File: src/rtl/tamagotchi_v2.sv
// Core state machine of the virtual-pet game: game-tick generator, satiety/health
// decay and feeding/healing, and the pet mood register that feeds the display block.
module tamagotchi_v2 #(
  parameter int TICK_CYCLES = 1000,
  parameter int TEST_DIV    = 10,
  parameter int DECAY_TICKS = 4
) (
  input  logic       Clk,
  input  logic       Rst,
  input  logic       testBut,
  input  logic       feeding,
  input  logic       healing,
  output logic [2:0] state,
  output logic [2:0] satiety,
  output logic [2:0] health,
  output logic       tick,
  output logic       test_mode
);

  typedef enum logic [2:0] {
    NEUTRAL = 3'd0,
    HUNGRY  = 3'd1,
    SICK    = 3'd2,
    EATING  = 3'd3,
    HEALING = 3'd4,
    DEAD    = 3'd5
  } mood_e;

  localparam int CW = $clog2(TICK_CYCLES + 1);
  localparam int DW = $clog2(DECAY_TICKS + 1);
  localparam logic [CW-1:0] NORM_LAST = CW'(TICK_CYCLES - 1);
  localparam logic [CW-1:0] FAST_LAST = CW'(TICK_CYCLES / TEST_DIV - 1);
  localparam logic [DW-1:0] DECAY_LAST = DW'(DECAY_TICKS - 1);

  logic [CW-1:0] cnt_r;
  logic [DW-1:0] dcnt_r;
  logic [DW-1:0] dcnt_nxt_s;
  logic [2:0]    satiety_r;
  logic [2:0]    health_r;
  logic [2:0]    sat_nxt_s;
  logic [2:0]    hp_nxt_s;
  logic          tick_r;
  logic          test_mode_r;
  logic          mode_chg_s;
  logic          cnt_last_s;
  logic          upd_s;
  mood_e         state_r;

  function automatic logic [2:0] sat_inc(input logic [2:0] v);
    return (v == 3'd7) ? v : v + 3'd1;
  endfunction

  function automatic logic [2:0] sat_dec(input logic [2:0] v);
    return (v == 3'd0) ? v : v - 3'd1;
  endfunction

  function automatic mood_e next_mood(input logic [2:0] hp, input logic [2:0] sat,
                                      input logic fd, input logic hl);
    mood_e m;
    if (hp == 3'd0)       m = DEAD;
    else if (fd)          m = EATING;
    else if (hl)          m = HEALING;
    else if (hp <= 3'd2)  m = SICK;
    else if (sat <= 3'd2) m = HUNGRY;
    else                  m = NEUTRAL;
    return m;
  endfunction

  // Tick-period terminal count and test-mode change detection
  always_comb begin
    mode_chg_s = (testBut != test_mode_r);
    if (test_mode_r) cnt_last_s = (cnt_r == FAST_LAST);
    else             cnt_last_s = (cnt_r == NORM_LAST);
  end

  // Tick generator; a mode change restarts the period without emitting a tick
  always_ff @(posedge Clk) begin
    if (Rst) begin
      cnt_r       <= '0;
      tick_r      <= 1'b0;
      test_mode_r <= 1'b0;
    end else if (mode_chg_s) begin
      cnt_r       <= '0;
      tick_r      <= 1'b0;
      test_mode_r <= testBut;
    end else if (cnt_last_s) begin
      cnt_r  <= '0;
      tick_r <= 1'b1;
    end else begin
      cnt_r  <= cnt_r + CW'(1);
      tick_r <= 1'b0;
    end
  end

  // Next stat values; a held button shields its own stat from decay
  always_comb begin
    upd_s      = tick_r && (state_r != DEAD);
    sat_nxt_s  = satiety_r;
    hp_nxt_s   = health_r;
    dcnt_nxt_s = dcnt_r;
    if (upd_s) begin
      if (feeding) begin
        sat_nxt_s  = sat_inc(satiety_r);
        dcnt_nxt_s = '0;
      end else if (dcnt_r == DECAY_LAST) begin
        dcnt_nxt_s = '0;
        if (satiety_r != 3'd0) sat_nxt_s = satiety_r - 3'd1;
        else if (!healing)     hp_nxt_s  = sat_dec(health_r);
        else                   hp_nxt_s  = health_r;
      end else begin
        dcnt_nxt_s = dcnt_r + DW'(1);
      end
      if (healing) hp_nxt_s = sat_inc(health_r);
      else         hp_nxt_s = hp_nxt_s;
    end else begin
      dcnt_nxt_s = dcnt_r;
    end
  end

  // Stat and decay-counter registers
  always_ff @(posedge Clk) begin
    if (Rst) begin
      satiety_r <= 3'd7;
      health_r  <= 3'd7;
      dcnt_r    <= '0;
    end else begin
      satiety_r <= sat_nxt_s;
      health_r  <= hp_nxt_s;
      dcnt_r    <= dcnt_nxt_s;
    end
  end

  // Mood register; DEAD holds until reset
  always_ff @(posedge Clk) begin
    if (Rst)                  state_r <= NEUTRAL;
    else if (state_r == DEAD) state_r <= DEAD;
    else                      state_r <= next_mood(health_r, satiety_r, feeding, healing);
  end

  assign state     = state_r;
  assign satiety   = satiety_r;
  assign health    = health_r;
  assign tick      = tick_r;
  assign test_mode = test_mode_r;

endmodule

File: config.mk
export PLATFORM = sky130hd
export DESIGN_NAME = tamagotchi_v2
export DESIGN_NICKNAME = d
export VERILOG_FILES = /design/src/rtl/tamagotchi_v2.sv
export SDC_FILE = /design/constraint.sdc
export NUM_CORES = 1
export LEC_CHECK = 0
export CORE_UTILIZATION = 40
export CTS_BUF_LIST = sky130_fd_sc_hd__clkbuf_8
export DETAILED_ROUTE_END_ITERATION = 16
export MAX_ROUTING_LAYER = met4
export SLEW_MARGIN = 30
export SYNTH_ARGS = -nofsm -noshare
export SYNTH_HDL_FRONTEND = slang
export SYNTH_SLANG_ARGS = --single-unit
File: constraint.sdc
create_clock -name Clk -period 3.6 [get_ports Clk]
set_input_delay 0.72 -clock Clk [delete_from_list [all_inputs] [get_ports Clk]]
set_output_delay 0.72 -clock Clk [all_outputs]
set_load 0.02 [all_outputs]
==> impl_metrics.sql, run 1 <==
INSERT INTO impl_metrics (metric_group, metric, value, unit) VALUES
('synth', 'post_synth_fa_ha_maj_area_fraction', '5.82', '%'),
('pwr', 'leakagePower', '0.483', 'nW'),
('synth', 'syn_area', '1120', 'µm²'),
('grt', 'grt_antenna_before_repair', '0', ''),
('clocking', 'clk_pin_slew', '0.08', 'ns'),
('synth', 'fraction_of_the_mapped_netlist_area_in_simple_logic_gates', '27.2', '%'),
('worst_setup_path', 'reg2reg_depth', '4', ''),
('synth', 'yosys.area.top_type_share', '43.0', '%'),
('synth', 'synth-warning-count', '0', ''),
('clocking', 'cts_tree', 'built', ''),
('worst_setup_path', 'timing.setup.critical_path_class', 'primary input to flip-flop', ''),
('worst_setup_path', 'setup.worst_path.end_class', 'flip-flop', ''),
('synth', 'ys_seq_area_share', '43.0', '%'),
('synth', 'synth_top_family_by_area', 'simple AND/OR/NAND/NOR gates', ''),
('synth', 'yosysUniqueCellTypes', '36', ''),
('drt', 'drt_pre_antenna_iters', '4', ''),
('die', 'core_area', '2570', 'µm²'),
('pwr', 'cellPowerDensity', '361', 'nW/µm²'),
('min_path', 'min-delay-path-class', 'flip-flop to flip-flop', ''),
('synth', 'synthesis.area_per_instance', '9.08', 'µm²'),
('clocking', 'tritoncts.num_buffers', '3', ''),
('pwr', 'p_total', '0.485', 'mW'),
('clocking', 'post-cts-setup-buffers', '0', ''),
('grt', 'global_route_wire_length_before_repair', '3590', 'µm'),
('place', 'io_buffer_count', '15', ''),
('sta', 'max-slew-margin-rel', '69.4', '%'),
('clocking', 'h-tree-depth', '1', ''),
('finish', 'drive_gt1_share', '5.76', '%'),
('clocking', 'clockRootBuffer', 'sky130_fd_sc_hd__clkbuf_8', ''),
('clocking', 'tritoncts_num_sinks', '24', ''),
('finish', 'synthToLayoutAreaGrowth', '20.5', '%'),
('sta', 'period_minus_slack', '2.54', 'ns'),
('sta', 'grt_setup_unrepaired', 'false', ''),
('drt', 'routed_wl', '2090', 'µm'),
('finish', 'n_antenna_cell', '0', ''),
('drt', 'detailedRoute.firstIterationViolations', '11', ''),
('sta', 'tns', '0', 'ns'),
('die', 'chipWidth', '54.9', 'µm'),
('clocking', 'cts.repair.resized', '0', ''),
('sta', 'finalCritPeriodShare', '70.6', '%'),
('sta', 'timing_max_transition_violations_final', '0', ''),
('job', 'cap_violations', '0', ''),
('clocking', 'cts_buffer_depth', '2', ''),
('synth', 'netlist_instances', '123', ''),
('synth', 'synth-async-reset-ratio', '0', '%'),
('pwr', 'ir_worst_vdd', '0.000320', 'V'),
('synth', 'synth_top_cells_by_area', 'sky130_fd_sc_hd__dfxtp_1, sky130_fd_sc_hd__nor2_1, sky130_fd_sc_hd__xor2_1', ''),
('sta', 'finalSetupViolCount', '0', ''),
('drt', 'antenna_left', '0', ''),
('drt', 'wl_per_cell', '12.3', 'µm'),
('sta', 'max_freq', '393', 'MHz'),
('clocking', 'worst_skew_late_latency', '0.26', 'ns'),
('clocking', 'postCtsHoldBufs', '0', ''),
('min_path', 'holdPathStages', '2', ''),
('die', 'floorplan.io_pins', '16', ''),
('synth', 'compound_cell_area_share_of_the_yosys_netlist', '10.9', '%'),
('synth', 'ys_top_cells_by_count', 'sky130_fd_sc_hd__dfxtp_1, sky130_fd_sc_hd__nor2_1, sky130_fd_sc_hd__inv_1, sky130_fd_sc_hd__nand4_1', ''),
('place', 'placement.setup.worst_slack', '0.796', 'ns'),
('synth', 'cell_with_the_most_instances_after_synthesis', 'sky130_fd_sc_hd__dfxtp_1', ''),
('sta', 'final_setup_slack_of_the_worst_path', '1.06', 'ns'),
('synth', 'ys_flop_type', 'sky130_fd_sc_hd__dfxtp_1', ''),
('worst_setup_path', 'critical_path.max_fanout', '11', ''),
('finish', 'regArea', '480', 'µm²'),
('status', 'status', 'finished clean', ''),
('die', 'core.rowCount', '18', ''),
('drt', 'post_drt_via_cell_ratio', '5.41', ''),
('sta', 'clock-skew-final', '0.00272', 'ns'),
('synth', 'synth_xor_area_share', '8.62', '%'),
('synth', 'syn_nets', '132', ''),
('grt', 'number_of_global_route_vias_before_repair', '835', ''),
('finish', 'multiInputGateArea', '597', 'µm²');
## worst max-delay path, cell delays in order
cell and delay, ns:
sky130_fd_sc_hd__clkdlybuf4s50_1 0.70, sky130_fd_sc_hd__inv_1 0.14, sky130_fd_sc_hd__fa_1 0.45, sky130_fd_sc_hd__xor2_1 0.17, sky130_fd_sc_hd__or4_1 0.48, sky130_fd_sc_hd__nand3_1 0.09
## cells by family after synthesis
logic type	after synthesis
xor gates and xnor gates	11
and+or+nand+nor	55
DFF	24
AOI/OAI and AO/OA	18
muxes	1
buffers and inverters	10
adders and majority gates	4
## worst paths after layout
| kind | startpoint | end | slack, ns |
|---|---|---|---|
| hold / removal | dcnt_r[1] | dcnt_r[1] | 0.46 |
| hold reg to reg | dcnt_r[1] | dcnt_r[1] | 0.46 |
| setup / recovery | feeding | satiety[2] | 1.06 |
| setup reg to reg | satiety[0] | satiety[0] | 1.97 |
## state kept, by name, summed over array words and instances, names as in the netlist
signal and flops:
cnt_r 10, dcnt_r 3, health 3, satiety 3, state 3, test_mode 1
tick 1
## stage by stage
step / area, µm² / std cells
finish: 1350 / 169
detailed placement: 1290 / 165
floorplan: 1120 / 123
global route: 1350 / 169
CTS: 1350 / 169
global placement: 1290 / 165
## per-layer routing
layer	GRT usage [%]	up-vias	wire length [µm]
met1	22.4	426	1050
met3	5.00	5	69
met5	-	-	0
li1	-	473	-
met2	25.5	11	938
met4	8.12	0	25
## power by group
| part | switching (mW) | leakage (nW) | internal, mW | total (mW) |
|---|---|---|---|---|
| Combinational | 0.0201 | 0.259 | 0.0148 | 0.0349 |
| Sequential | 0.00291 | 0.195 | 0.269 | 0.272 |
| Clock | 0.0808 | 0.0288 | 0.0976 | 0.178 |
## placed cells by master, fill, tap and decap left out
cell,instances
sky130_fd_sc_hd__a2111oi_0,1
sky130_fd_sc_hd__a21oi_1,5
sky130_fd_sc_hd__a31oi_1,1
sky130_fd_sc_hd__and3_1,1
sky130_fd_sc_hd__and4_1,1
sky130_fd_sc_hd__and4b_1,1
sky130_fd_sc_hd__clkbuf_8,4
sky130_fd_sc_hd__clkdlybuf4s50_1,15
sky130_fd_sc_hd__dfxtp_1,24
sky130_fd_sc_hd__fa_1,2
sky130_fd_sc_hd__ha_1,2
sky130_fd_sc_hd__inv_1,7
sky130_fd_sc_hd__mux2i_1,1
sky130_fd_sc_hd__nand2_1,5
sky130_fd_sc_hd__nand3_1,6
sky130_fd_sc_hd__nand3b_1,1
sky130_fd_sc_hd__nand4_1,7
sky130_fd_sc_hd__nor2_1,16
sky130_fd_sc_hd__nor2b_1,3
sky130_fd_sc_hd__nor3_1,3
sky130_fd_sc_hd__nor4_1,2
sky130_fd_sc_hd__nor4b_1,1
sky130_fd_sc_hd__o211a_1,1
sky130_fd_sc_hd__o211ai_2,1
sky130_fd_sc_hd__o21ai_0,5
sky130_fd_sc_hd__o21ai_2,1
sky130_fd_sc_hd__o311ai_0,2
sky130_fd_sc_hd__o31ai_1,1
sky130_fd_sc_hd__or3_1,3
sky130_fd_sc_hd__or3b_1,1
sky130_fd_sc_hd__or4_1,2
sky130_fd_sc_hd__or4_4,1
sky130_fd_sc_hd__or4b_2,1
sky130_fd_sc_hd__xnor2_1,5
sky130_fd_sc_hd__xor2_1,6
## final cells by class
cell class                 instances  share of cell area [%]
clock buffer                       4                    4.09
inverter                           7                    1.95
multi-input combinational         89                    44.3
sequential                        24                    35.7
tap                               30                    2.79
timing repair buffer              15                    11.2
(Power assumes the default switching activity.)
==> run 2, diff against run 1 <==
clock period = 2.3 ns   (was 3.6 ns; I/O delays follow)
==> impl_metrics.sql, run 2 (same netlist as run 1, synthesis figures left out) <==
INSERT INTO impl_metrics (metric_group, metric, value, unit) VALUES
('clocking', 'tritoncts.num_buffers', '3', ''),
('finish', 'regArea', '480', 'µm²'),
('clocking', 'tritoncts_num_sinks', '24', ''),
('sta', 'finalHoldViolCount', '0', ''),
('drt', 'post_drt_via_cell_ratio', '5.55', ''),
('sta', 'max_slew.worst_pin.slew', '0.430', 'ns'),
('drt', 'routed_wl', '2110', 'µm'),
('sta', 'tns', '0', 'ns'),
('drt', 'drc', '0', ''),
('grt', 'grt_antenna_before_repair', '0', ''),
('grt', 'grt_use_total', '16.9', '%'),
('finish', 'registers.top_by_ff_count', 'cnt_r', ''),
('drt', 'drt_pre_antenna_iters', '5', ''),
('sta', 'max-slew-margin-rel', '71.4', '%'),
('finish', 'final.fill_count', '248', ''),
('die', 'core_area', '2570', 'µm²'),
('clocking', 'cts.repair.resized', '0', ''),
('clocking', 'h-tree-depth', '1', ''),
('status', 'status', 'finished clean', ''),
('sta', 'max_freq', '514', 'MHz'),
('finish', 'share_of_the_core_filled_with_cells_in_the_final_layout', '53.0', '%'),
('worst_setup_path', 'regToRegEndpoint', 'satiety[0]', ''),
('die', 'floorplan.io_pins', '16', ''),
('drt', 'antenna_left', '0', ''),
('clocking', 'postCtsHoldBufs', '0', ''),
('grt', 'global_route_wire_length_before_repair', '3510', 'µm'),
('sta', 'grt_setup_unrepaired', 'false', ''),
('sta', 'period_minus_slack', '1.95', 'ns'),
('worst_setup_path', 'timing.setup.critical_path_class', 'primary input to flip-flop', ''),
('finish', 'final_nets', '151', ''),
('finish', 'largest_register_ffs', '10', ''),
('finish', 'most_common_cell_after_layout_fill_and_taps_aside', 'sky130_fd_sc_hd__dfxtp_1', ''),
('job', 'cap_violations', '0', ''),
('clocking', 'post-cts-setup-buffers', '0', ''),
('pwr', 'ir_worst_vdd', '0.000433', 'V'),
('place', 'gp_congestion', '0.772', ''),
('worst_setup_path', 'crit_arrival', '2.16', 'ns'),
('place', 'hpwl', '1520', 'µm'),
('sta', 'finalCritPeriodShare', '84.7', '%'),
('worst_setup_path', 'r2r_slack', '0.65', 'ns'),
('drt', 'detailroute.via_count', '949', ''),
('worst_setup_path', 'critical_path.max_fanout', '2', ''),
('grt', 'number_of_global_route_vias_before_repair', '821', ''),
('min_path', 'min-delay-path-class', 'flip-flop to flip-flop', ''),
('grt', 'grt_remaining_overflow', '0', ''),
('clocking', 'clk_pin_slew', '0.08', 'ns'),
('finish', 'multiInputGateArea', '597', 'µm²'),
('clocking', 'worst_skew_late_latency', '0.26', 'ns'),
('grt', 'maximum_number_of_pins_on_one_net_before_global_route_repair', '14', ''),
('worst_setup_path', 'setup.worst_path.end_class', 'flip-flop', ''),
('worst_setup_path', 'crit_path_start', 'feeding', ''),
('finish', 'synthToLayoutAreaGrowth', '21.8', '%'),
('sta', 'timing_max_transition_violations_final', '0', ''),
('die', 'initial_utilization', '43.5', '%'),
('sta', 'clock-skew-final', '0.00486', 'ns'),
('worst_setup_path', 'reg2reg_depth', '5', ''),
('worst_setup_path', 'critPathRequiredTime', '2.51', 'ns'),
('pwr', 'leakagePower', '0.492', 'nW'),
('worst_setup_path', 'r2r_start', 'dcnt_r[0]', ''),
('pwr', 'p_total', '0.766', 'mW'),
('die', 'die_height', '54.9', 'µm'),
('drt', 'detailedRoute.firstIterationViolations', '12', ''),
('clocking', 'clockRootBuffer', 'sky130_fd_sc_hd__clkbuf_8', ''),
('drt', 'wl_per_cell', '12.3', 'µm'),
('place', 'placement.setup.worst_slack', '0.0676', 'ns'),
('die', 'chipWidth', '54.9', 'µm'),
('clocking', 'cts_buffer_depth', '2', ''),
('pwr', 'cellPowerDensity', '563', 'nW/µm²'),
('sta', 'finalSetupViolCount', '0', ''),
('clocking', 'cts_tree', 'built', ''),
('worst_setup_path', 'critical_path.endpoint', 'satiety[2]', ''),
('sta', 'final_setup_slack_of_the_worst_path', '0.353', 'ns'),
('finish', 'n_antenna_cell', '0', ''),
('finish', 'mostFrequentLayoutCells', 'sky130_fd_sc_hd__dfxtp_1, sky130_fd_sc_hd__nor2_1, sky130_fd_sc_hd__clkdlybuf4s50_1', ''),
('die', 'core.rowCount', '18', ''),
('die', 'floorplan.die_area', '3010', 'µm²'),
('worst_setup_path', 'critPathLaunchType', 'primary input', ''),
('finish', 'drive_gt1_share', '7.09', '%'),
('place', 'io_buffer_count', '15', '');
## run 2: cell count changes in the layout (fill, tap and decap cells not counted)
cell                    change
sky130_fd_sc_hd__buf_4      +2
## run 2: cell type report
cell class,count,share of cell area (%)
clock buffer,4,4.04
inverter,7,1.93
multi-input combinational,89,43.8
sequential,24,35.3
tap,30,2.76
timing repair buffer,17,12.1
## run 2: critical path, stage by stage
cell and delay (ns):
sky130_fd_sc_hd__clkdlybuf4s50_1 0.48, sky130_fd_sc_hd__inv_1 0.07, sky130_fd_sc_hd__fa_1 0.43, sky130_fd_sc_hd__xor2_1 0.16
sky130_fd_sc_hd__or4_1 0.47, sky130_fd_sc_hd__nand3_1 0.09
## run 2: layer usage
metal	routed length, µm	global-route usage [%]	share of wire [%]	vias to the layer above
li1	-	-	-	479
met1	1080	21.3	51	448
met3	77	4.17	3.6	2
met5	0	-	0	-
met4	10	5.98	0.47	0
met2	941	25.9	45	20
## run 2: report_power, final
part	switching [mW]	leakage (nW)	total (mW)	internal [mW]
Combinational	0.0324	0.269	0.0577	0.0253
Clock	0.130	0.0288	0.282	0.153
Sequential	0.00461	0.195	0.426	0.421
## run 2: stage by stage
| step | hold slack [ns] | cells | cell area (µm²) |
|---|---|---|---|
| floorplan | 0.426 | 123 | 1120 |
| detailed placement | 0.450 | 167 | 1310 |
| global route | 0.487 | 171 | 1360 |
| finish | 0.463 | 171 | 1360 |
| CTS | 0.470 | 171 | 1360 |
| global placement | 0.442 | 167 | 1310 |
## run 2: how the worst min path moves through the flow
stage	from	end	slack, ns	cells past startpoint
2_1_floorplan	cnt_r[0]	cnt_r[0]	0.43	1
3_3_place_gp	cnt_r[0]	cnt_r[0]	0.44	1
3_5_place_dp	cnt_r[0]	cnt_r[0]	0.45	1
4_1_cts	cnt_r[0]	cnt_r[0]	0.47	1
5_1_grt	dcnt_r[1]	dcnt_r[1]	0.49	2
6_report	dcnt_r[1]	dcnt_r[1]	0.46	2
==> run 3, diff against run 2 <==
clock period = 1.8 ns   (was 2.3 ns; I/O delays follow)
==> impl_metrics.sql, run 3 (same netlist as run 1, synthesis figures left out) <==
INSERT INTO impl_metrics (metric_group, metric, value, unit) VALUES
('status', 'status', 'finished clean', ''),
('sta', 'finalCritPeriodShare', '98.3', '%'),
('worst_setup_path', 'timing.setup.critical_path_class', 'primary input to flip-flop', ''),
('clocking', 'clk_pin_slew', '0.08', 'ns'),
('clocking', 'cts_buffer_depth', '2', ''),
('die', 'core.rowCount', '18', ''),
('pwr', 'power_frac_seq', '58.6', '%'),
('clocking', 'h-tree-depth', '1', ''),
('pwr', 'combinationalPowerShare', '8.9', '%'),
('clocking', 'worst_skew_late_latency', '0.26', 'ns'),
('die', 'die_height', '54.9', 'µm'),
('pwr', 'netSwitchingFraction', '21.7', '%'),
('drt', 'antenna_left', '0', ''),
('die', 'floorplan.die_area', '3010', 'µm²'),
('pwr', 'p_total', '0.928', 'mW'),
('finish', 'n_antenna_cell', '0', ''),
('worst_setup_path', 'crit_arrival', '1.98', 'ns'),
('pwr', 'ir_worst_vdd', '0.000666', 'V'),
('drt', 'post_drt_via_cell_ratio', '5.40', ''),
('finish', 'final_nets', '155', ''),
('worst_setup_path', 'critical_path.max_fanout', '2', ''),
('clocking', 'cts_tree', 'built', ''),
('drt', 'wl_per_cell', '12.0', 'µm'),
('finish', 'largest_register_ffs', '10', ''),
('grt', 'grt_remaining_overflow', '0', ''),
('drt', 'routed_wl', '2080', 'µm'),
('pwr', 'cell_internal_pwr', '0.726', 'mW'),
('grt', 'grt_use_total', '16.9', '%'),
('sta', 'clock-skew-final', '0.00296', 'ns'),
('place', 'io_buffer_count', '15', ''),
('finish', 'drive_gt1_share', '12.5', '%'),
('die', 'floorplan.io_pins', '16', ''),
('clocking', 'post-cts-setup-buffers', '0', ''),
('finish', 'final.fill_count', '254', ''),
('place', 'dpl_cell_area', '1340', 'µm²'),
('die', 'chipWidth', '54.9', 'µm'),
('grt', 'grt_antenna_before_repair', '0', ''),
('clocking', 'tritoncts.num_buffers', '3', ''),
('pwr', 'cellPowerDensity', '657', 'nW/µm²'),
('sta', 'finalHoldViolCount', '0', ''),
('sta', 'period_minus_slack', '1.77', 'ns'),
('drt', 'drc', '0', ''),
('grt', 'number_of_global_route_vias_before_repair', '802', ''),
('place', 'hpwl', '1590', 'µm'),
('worst_setup_path', 'critPathLaunchType', 'primary input', ''),
('sta', 'grt_setup_unrepaired', 'false', ''),
('sta', 'max-slew-margin-rel', '73.3', '%'),
('grt', 'maximum_number_of_pins_on_one_net_before_global_route_repair', '13', ''),
('worst_setup_path', 'critPathRequiredTime', '2.01', 'ns'),
('min_path', 'min-delay-path-class', 'flip-flop to flip-flop', ''),
('place', 'gp_congestion', '0.760', ''),
('sta', 'max_slew.worst_pin.slew', '0.391', 'ns'),
('pwr', 'power.switching', '0.201', 'mW'),
('finish', 'finish.instance_area', '1410', 'µm²'),
('job', 'cap_violations', '0', ''),
('drt', 'detailedRoute.firstIterationViolations', '10', ''),
('worst_setup_path', 'setup.worst_path.end_class', 'flip-flop', ''),
('pwr', 'leakagePower', '0.518', 'nW'),
('finish', 'share_of_the_core_filled_with_cells_in_the_final_layout', '55.0', '%'),
('finish', 'registers.top_by_ff_count', 'cnt_r', ''),
('clocking', 'clockRootBuffer', 'sky130_fd_sc_hd__clkbuf_8', ''),
('drt', 'drt_pre_antenna_iters', '4', ''),
('die', 'core_area', '2570', 'µm²'),
('pwr', 'clockPowerShare', '32.4', '%'),
('finish', 'most_common_cell_after_layout_fill_and_taps_aside', 'sky130_fd_sc_hd__dfxtp_1', ''),
('sta', 'finalSetupViolCount', '0', ''),
('sta', 'max_freq', '565', 'MHz'),
('die', 'initial_utilization', '43.5', '%'),
('finish', 'mostFrequentLayoutCells', 'sky130_fd_sc_hd__dfxtp_1, sky130_fd_sc_hd__nor2_1, sky130_fd_sc_hd__clkdlybuf4s50_1', ''),
('sta', 'tns', '0', 'ns'),
('finish', 'synthToLayoutAreaGrowth', '26.3', '%'),
('sta', 'timing_max_transition_violations_final', '0', ''),
('grt', 'global_route_wire_length_before_repair', '3450', 'µm'),
('drt', 'detailroute.via_count', '939', ''),
('clocking', 'tritoncts_num_sinks', '24', '');
-- run 3: changes by cell type in the layout (fill, tap and decap cells not counted), sizes merged --
| cell | before | now |
|---|---|---|
| buf | 2 | 6 |
| clkbuf | 4 | 3 |
| clkdlybuf4s50 | 15 | 12 |
| dlymetal6s2s | 0 | 3 |
-- run 3: path summary, 6_finish.rpt --
kind	slack, ns	cells past startpoint	from	endpoint
worst max-delay path	0.03	7	healing	health[2]
worst min-delay path	0.46	1	cnt_r[0]	cnt_r[0]
worst max register to register	0.17	5	dcnt_r[0]	health[2]
worst min register to register	0.46	1	cnt_r[0]	cnt_r[0]
-- run 3: area by class of cell --
| class | count | area, µm² | area share (%) |
|---|---|---|---|
| clock buffers | 3 | 41.3 | 2.93 |
| inverters | 7 | 26.3 | 1.86 |
| multi-input cells | 89 | 618 | 43.8 |
| flip-flops and latches | 24 | 482 | 34.1 |
| well taps | 30 | 37.5 | 2.66 |
| repair buffers | 21 | 206 | 14.6 |
-- run 3: per-stage QoR --
step | hold WS, ns | cells | setup WS [ns]
6_report | 0.464 | 174 | 0.0299
2_1_floorplan | 0.426 | 123 | 0.000952
3_3_place_gp | 0.439 | 171 | -0.277
3_5_place_dp | 0.448 | 171 | -0.326
5_1_grt | 0.477 | 174 | 0.00771
4_1_cts | 0.466 | 174 | 0.00948
-- run 3: timing repair --
item	in CTS	in global routing
cloned	0	0
gates resized for setup	2	8
pin swaps	1	0
endpoints found under the setup margin	2	6
hold buffers	0	0
-- run 3: routing by layer --
layer | global-route usage, % | vias to the layer above | wire (µm)
li1 | - | 490 | -
met1 | 21.8 | 436 | 1060
met2 | 24.5 | 11 | 936
met3 | 5.83 | 2 | 67
met4 | 5.13 | 0 | 17
met5 | - | - | 0
-- run 3: power groups by stage --
stage | logic (mW) | clock network [mW] | registers [mW]
floorplan | 0.0369 | 0 | 0.562
global placement | 0.0782 | 0 | 0.557
detailed placement | 0.0789 | 0 | 0.557
CTS | 0.0797 | 0.317 | 0.544
global route | 0.0910 | 0.340 | 0.545
finish | 0.0826 | 0.301 | 0.544
-- run 3: critical path: stages --
cell and delay, ns:
sky130_fd_sc_hd__clkdlybuf4s50_1 0.48, sky130_fd_sc_hd__inv_1 0.07, sky130_fd_sc_hd__fa_2 0.40, sky130_fd_sc_hd__xnor2_2 0.15, sky130_fd_sc_hd__nand4_1 0.11, sky130_fd_sc_hd__or3_1 0.32
sky130_fd_sc_hd__nand3_1 0.08
